===== src/rtl/pipeline_hazard_ctrl.sv =====
// Stall/flush controller for a 5-stage MIPS pipeline: load-use, taken-branch and
// imem-wait resolution, plus saturating stall/flush performance counters.
module pipeline_hazard_ctrl #(
    parameter int unsigned FLUSH_CYCLES = 1,
    parameter int unsigned CNT_W        = 16
) (
    input  logic             clk,
    input  logic             rst,
    input  logic [4:0]       id_rs,
    input  logic [4:0]       id_rt,
    input  logic             id_uses_rt,
    input  logic             ex_mem_read,
    input  logic [4:0]       ex_rt,
    input  logic             ex_branch_taken,
    input  logic             imem_ready,
    output logic             pc_write,
    output logic             if_id_write,
    output logic             if_id_flush,
    output logic             id_ex_bubble,
    output logic [CNT_W-1:0] stall_cycles,
    output logic [CNT_W-1:0] flush_cycles,
    output logic             busy_flush
);

    typedef enum logic {
        RUN,
        FLUSH
    } state_t;

    localparam logic [3:0] FCNT_RELOAD = 4'(FLUSH_CYCLES - 1);

    state_t     state, state_nxt;
    logic [3:0] fcnt, fcnt_nxt;
    logic       load_use;

    assign load_use = ex_mem_read && (ex_rt != 5'd0) &&
                      ((ex_rt == id_rs) || (id_uses_rt && (ex_rt == id_rt)));

    // NOTE: every output and next-state value is defaulted first so no path infers a latch.
    always_comb begin
        state_nxt    = state;
        fcnt_nxt     = fcnt;
        pc_write     = 1'b1;
        if_id_write  = 1'b1;
        if_id_flush  = 1'b0;
        id_ex_bubble = 1'b0;
        busy_flush   = 1'b0;

        unique case (state)
            RUN: begin
                if (ex_branch_taken) begin
                    if_id_flush  = 1'b1;
                    id_ex_bubble = 1'b1;
                    if (FLUSH_CYCLES > 1) begin
                        state_nxt = FLUSH;
                        fcnt_nxt  = FCNT_RELOAD;
                    end
                end else if (load_use) begin
                    pc_write     = 1'b0;
                    if_id_write  = 1'b0;
                    id_ex_bubble = 1'b1;
                end else if (!imem_ready) begin
                    pc_write    = 1'b0;
                    if_id_flush = 1'b1;
                end
            end
            FLUSH: begin
                busy_flush  = 1'b1;
                if_id_flush = 1'b1;
                if (ex_branch_taken) begin
                    id_ex_bubble = 1'b1;
                    fcnt_nxt     = FCNT_RELOAD;
                    if (FLUSH_CYCLES <= 1) state_nxt = RUN;
                end else begin
                    pc_write = imem_ready;
                    if (imem_ready) begin
                        // fcnt counts the flush cycles still owed, including this one
                        if (fcnt == 4'd1) state_nxt = RUN;
                        fcnt_nxt = fcnt - 4'd1;
                    end
                end
            end
            default: state_nxt = RUN;
        endcase

        if (rst) begin
            pc_write     = 1'b0;
            if_id_write  = 1'b0;
            if_id_flush  = 1'b1;
            id_ex_bubble = 1'b1;
            busy_flush   = 1'b0;
        end
    end

    // NOTE: sequential state uses non-blocking assignments so all registers update together.
    always_ff @(posedge clk or posedge rst) begin
        if (rst) begin
            state        <= RUN;
            fcnt         <= 4'd0;
            stall_cycles <= '0;
            flush_cycles <= '0;
        end else begin
            state <= state_nxt;
            fcnt  <= fcnt_nxt;
            if (!pc_write && (stall_cycles != '1))
                stall_cycles <= stall_cycles + CNT_W'(1);
            if (if_id_flush && (flush_cycles != '1))
                flush_cycles <= flush_cycles + CNT_W'(1);
        end
    end

endmodule


===== config.mk =====
export PLATFORM = sky130hd
export DESIGN_NAME = pipeline_hazard_ctrl
export DESIGN_NICKNAME = d
export VERILOG_FILES = /design/src/rtl/pipeline_hazard_ctrl.sv
export SDC_FILE = /design/constraint.sdc
export NUM_CORES = 1
export LEC_CHECK = 0
export ABC_AREA = 1
export CORE_UTILIZATION = 50
export CTS_BUF_LIST = sky130_fd_sc_hd__clkbuf_16
export DETAILED_ROUTE_END_ITERATION = 10
export MAX_ROUTING_LAYER = met4
export PLACE_DENSITY = 0.8
export SYNTH_ARGS = -nofsm -noshare
export SYNTH_HDL_FRONTEND = slang
export SYNTH_SLANG_ARGS = --single-unit
export TNS_END_PERCENT = 100

===== constraint.sdc =====
create_clock -name clk -period 5.3 [get_ports clk]
set_input_delay 0.53 -clock clk [delete_from_list [all_inputs] [get_ports clk]]
set_output_delay 0.53 -clock clk [all_outputs]
set_load 0.005 [all_outputs]

==> impl_metrics.tcl <==
set metrics [dict create \
    synthDistinctLibCells 30 \
    grt_most_used_layer "met2" \
    peakVddDrop_uv 266 \
    slew_violations 0 \
    dr_vias 2336 \
    layout-drive-gt1-share 0.0729 \
    syn-cell-area_um2 2470 \
    detailedPlace.worstSlack_ns 2.13 \
    clk_pin_slew_ns 0.06 \
    timing.clock.skew_ns 0.00353 \
    final_antenna_net_count 0 \
    cp-end-kind "output port" \
    dp_hpwl_um 4120 \
    first_global_vias 2109 \
    die-width_um 72.3 \
    reg2reg_slack_ns 3.19 \
    data_arrival_at_the_endpoint_of_the_critical_path_ns 2.60 \
    global_route.usage.met2 0.391 \
    worstSetupEndpoint "pc_write" \
    n_fill_cell 396 \
    worst-slew-pin-transition_ns 0.622 \
    synth.yosys.seq_area_share 0.375 \
    worst_skew_pair.late_latency_ns 0.28 \
    floorplan.initialDensity 0.523 \
    fin_nets 423 \
    critPathMostFrequentCell "sky130_fd_sc_hd__clkdlybuf4s50_1" \
    synth_area_leader_cell "sky130_fd_sc_hd__dfrtp_1" \
    cts.sinks 37 \
    synth_compound_area_frac 0.0263 \
    max_stage_delay_ns 0.51 \
    setup-violations-final 0 \
    n_antenna_cell 0 \
    synth_top_cells_by_area "sky130_fd_sc_hd__dfrtp_1, sky130_fd_sc_hd__nand2_1, sky130_fd_sc_hd__nand3_1" \
    post_drt_via_cell_ratio 5.02 \
    synthCells 339 \
    clock-root-buffer "sky130_fd_sc_hd__clkbuf_16" \
    post_synthesis_share_of_cell_area_spent_on_xor_and_xnor_gates 0.0957 \
    grt.met1_usage 0.307 \
    cp.required_ns 4.77 \
    clock_tree.htree_level_count 2 \
    tritoncts "yes" \
    flow.area_growth_from_synthesis_pct 31.5 \
    i_o_pin_count 58 \
    finalWirelength_um 5620 \
    cts_repair_resize_count 0 \
    combinationalPowerShare 0.266 \
    sw_frac_of_total 0.297 \
    core_region_area_um2 4720 \
    largest_family_of_logic_cells_by_synthesized_area "simple AND/OR/NAND/NOR gates" \
    setup_slack_ns 2.17 \
    reg2reg_depth 7 \
    antenna_found_initial 0 \
    drv_cap 0 \
    path_cells "clkdlybuf4s50_1 -> nor3_1 -> nand3_1 -> nand2_1 -> inv_1 -> nand4_1 -> nand3_2 -> inv_2 -> clkdlybuf4s50_1" \
    syn_avg_cell_area_um2 7.29 \
    rows 25 \
    grt_setup_unrepaired "no" \
    critical_path_class "in2out" \
    synth-edff-count 0 \
    internal_power_uw 687 \
    detail_route.drc_violations 0 \
    grt_overflow_total 0 \
    io_buffer_count 57 \
    yosys_register_bits 37 \
    crit_path_start_kind "primary input" \
    worstSetupPathDepth 9 \
    synthFlopType "sky130_fd_sc_hd__dfrtp_1" \
    cts_hold_buffers 0 \
    switching_power_uw 291 \
    first_pass_grt_wire_length_um 9470 \
    die_area_um2 5230 \
    dieHeight_um 72.3 \
    wl_per_cell_um 12.1 \
    post_synth_and_or_nand_nor_area_fraction 0.408 \
    timing.rr.start "flush_cycles[0]" \
    outcome "finished, final reports clean" \
    timing.critical_path.fanout_max 19 \
    cts.repair_timing.setup_buffer_count 0 \
    yosys-mux-area-fraction 0 \
    area_share_of_the_largest_cell_type_after_synthesis 0.375 \
    critPathTopFamily "buffers and inverters" \
    synth.cells.most_frequent "sky130_fd_sc_hd__nand2_1, sky130_fd_sc_hd__nand3_1, sky130_fd_sc_hd__dfrtp_1" \
    detailedRoute.firstPassIterationCount 4 \
    hold_viol 0 \
    grtUsageTotal 0.240 \
    routabilityCongestion 0.890 \
    hold_class "reg2reg" \
    finalCritPeriodShare 0.590 \
    critPathLaunch "ex_rt[2]" \
    synth_adder_area_share 0.0203 \
    critPathBufInv 4 \
    cpMaxStageDelayCell "sky130_fd_sc_hd__clkdlybuf4s50_1" \
    cellLeakagePower_nw 1.59 \
    synth_nets 364 \
    grt_use_met3 0.0514 \
    reg2reg_to "flush_cycles[9]" \
    grt_max_degree 24 \
    cts_made_buffers 5 \
    detail_route.iter0.violations 128 \
    fraction_of_power_consumed_by_sequential_logic 0.396 \
    power_density_nw_per_um2 301 \
    final.min_clock_period_ns 3.13 \
    pwr-share-clk 0.338 \
    cts_buffer_depth 2 \
    timing.setup.tns_ns 0 \
    synthMostInstantiatedCell "sky130_fd_sc_hd__nand2_1" \
    maxSlewHeadroom 0.585 \
    fmaxAchievable_mhz 320 \
    async_flop_share 1.00 \
    yosys_warnings 0 \
]
sequential cells by signal, summed over array words and instances (netlist names):
register / flops
fcnt: 4
flush_cycles: 16
stall_cycles: 16
state: 1
cell type report:
type,count,area (um^2),area share
multi-input cells,259,1360,0.419
flip-flops and latches,37,926,0.285
repair buffers,58,578,0.178
inverters,37,139,0.0428
clock buffers,5,125,0.0385
well taps,67,83.8,0.0258
clock inverters,2,35.0,0.0108
cells by family (layout without fill, tap and decap cells):
logic type	after synthesis	after routing
AND/OR/NAND/NOR	219	219
buffers and inverters	43	102
flip-flops	37	37
XOR/XNOR	27	27
AO/OA/AOI/OAI	9	9
adder cells (fa/ha/maj)	4	4
routing by layer:
layer	share of wire	routed length [um]	up-vias
met5	0	0	-
met2	0.49	2750	58
met3	0.040	226	2
li1	-	-	1201
met1	0.47	2630	1075
met4	0.0032	18	0
tightest hold or removal path, cell delays in order, from the launching register on:
cell                      delay (ns)
sky130_fd_sc_hd__dfrtp_1        0.37
sky130_fd_sc_hd__nand2_1        0.06
sky130_fd_sc_hd__nand2_1        0.05
power by group through the flow:
stage | sequential, mW | clock (mW) | combinational (mW)
after floorplan | 0.382 | 0 | 0.139
after global placement | 0.388 | 0 | 0.254
after detailed placement | 0.389 | 0 | 0.263
after CTS | 0.386 | 0.338 | 0.263
after global routing | 0.395 | 0.343 | 0.290
final | 0.388 | 0.330 | 0.260
cell usage in the layout, fill, tap and decap left out:
cell	netlist	routed
sky130_fd_sc_hd__nand4_2	1	1
sky130_fd_sc_hd__nor3_4	1	1
sky130_fd_sc_hd__clkinv_2	0	1
sky130_fd_sc_hd__a41oi_1	1	1
sky130_fd_sc_hd__o21ai_4	1	1
sky130_fd_sc_hd__bufinv_16	0	1
sky130_fd_sc_hd__nor2_1	20	20
sky130_fd_sc_hd__nor3b_4	1	1
sky130_fd_sc_hd__o21ai_0	3	3
sky130_fd_sc_hd__nand3b_1	1	1
sky130_fd_sc_hd__a21oi_2	1	1
sky130_fd_sc_hd__inv_2	6	6
sky130_fd_sc_hd__dfrtp_1	37	37
sky130_fd_sc_hd__inv_1	31	31
sky130_fd_sc_hd__nor2_4	1	1
sky130_fd_sc_hd__nor4_1	5	5
sky130_fd_sc_hd__nand3_1	47	47
sky130_fd_sc_hd__nor3_2	2	2
sky130_fd_sc_hd__nand2_4	2	2
sky130_fd_sc_hd__clkbuf_16	0	5
sky130_fd_sc_hd__xor2_1	17	17
sky130_fd_sc_hd__o22ai_1	1	1
sky130_fd_sc_hd__nand2_2	2	2
sky130_fd_sc_hd__ha_1	4	4
sky130_fd_sc_hd__a21oi_1	2	2
sky130_fd_sc_hd__xnor2_1	10	10
sky130_fd_sc_hd__nand3_2	3	3
sky130_fd_sc_hd__buf_4	1	1
sky130_fd_sc_hd__nand4_1	3	3
sky130_fd_sc_hd__clkdlybuf4s50_1	0	57
sky130_fd_sc_hd__nand2_1	123	123
sky130_fd_sc_hd__nor3_1	7	7
through the flow:
| stage | utilization | cells | power (mW) | hold slack, ns | area, um^2 |
|---|---|---|---|---|---|
| final | 0.687 | 465 | 0.978 | 0.516 | 3250 |
| after floorplan | - | 339 | 0.521 | 0.479 | 2470 |
| after detailed placement | 0.654 | 458 | 0.652 | 0.503 | 3090 |
| after global placement | 0.654 | 458 | 0.642 | 0.485 | 3090 |
| after CTS | 0.687 | 465 | 0.987 | 0.517 | 3250 |
| after global routing | 0.687 | 465 | 1.03 | 0.547 | 3250 |
worst min path at each step:
stage                  endpoint        startpoint  slack, ns  depth (start not counted)
2_1_floorplan           fcnt[0]           fcnt[0]       0.48                          1
3_3_place_gp   stall_cycles[15]  stall_cycles[15]       0.48                          2
3_5_place_dp   stall_cycles[15]  stall_cycles[15]       0.50                          2
4_1_cts        stall_cycles[15]  stall_cycles[15]       0.52                          2
5_1_grt                 fcnt[0]           fcnt[0]       0.55                          1
6_report       stall_cycles[15]  stall_cycles[15]       0.52                          2
(Power assumes the default switching activity.)
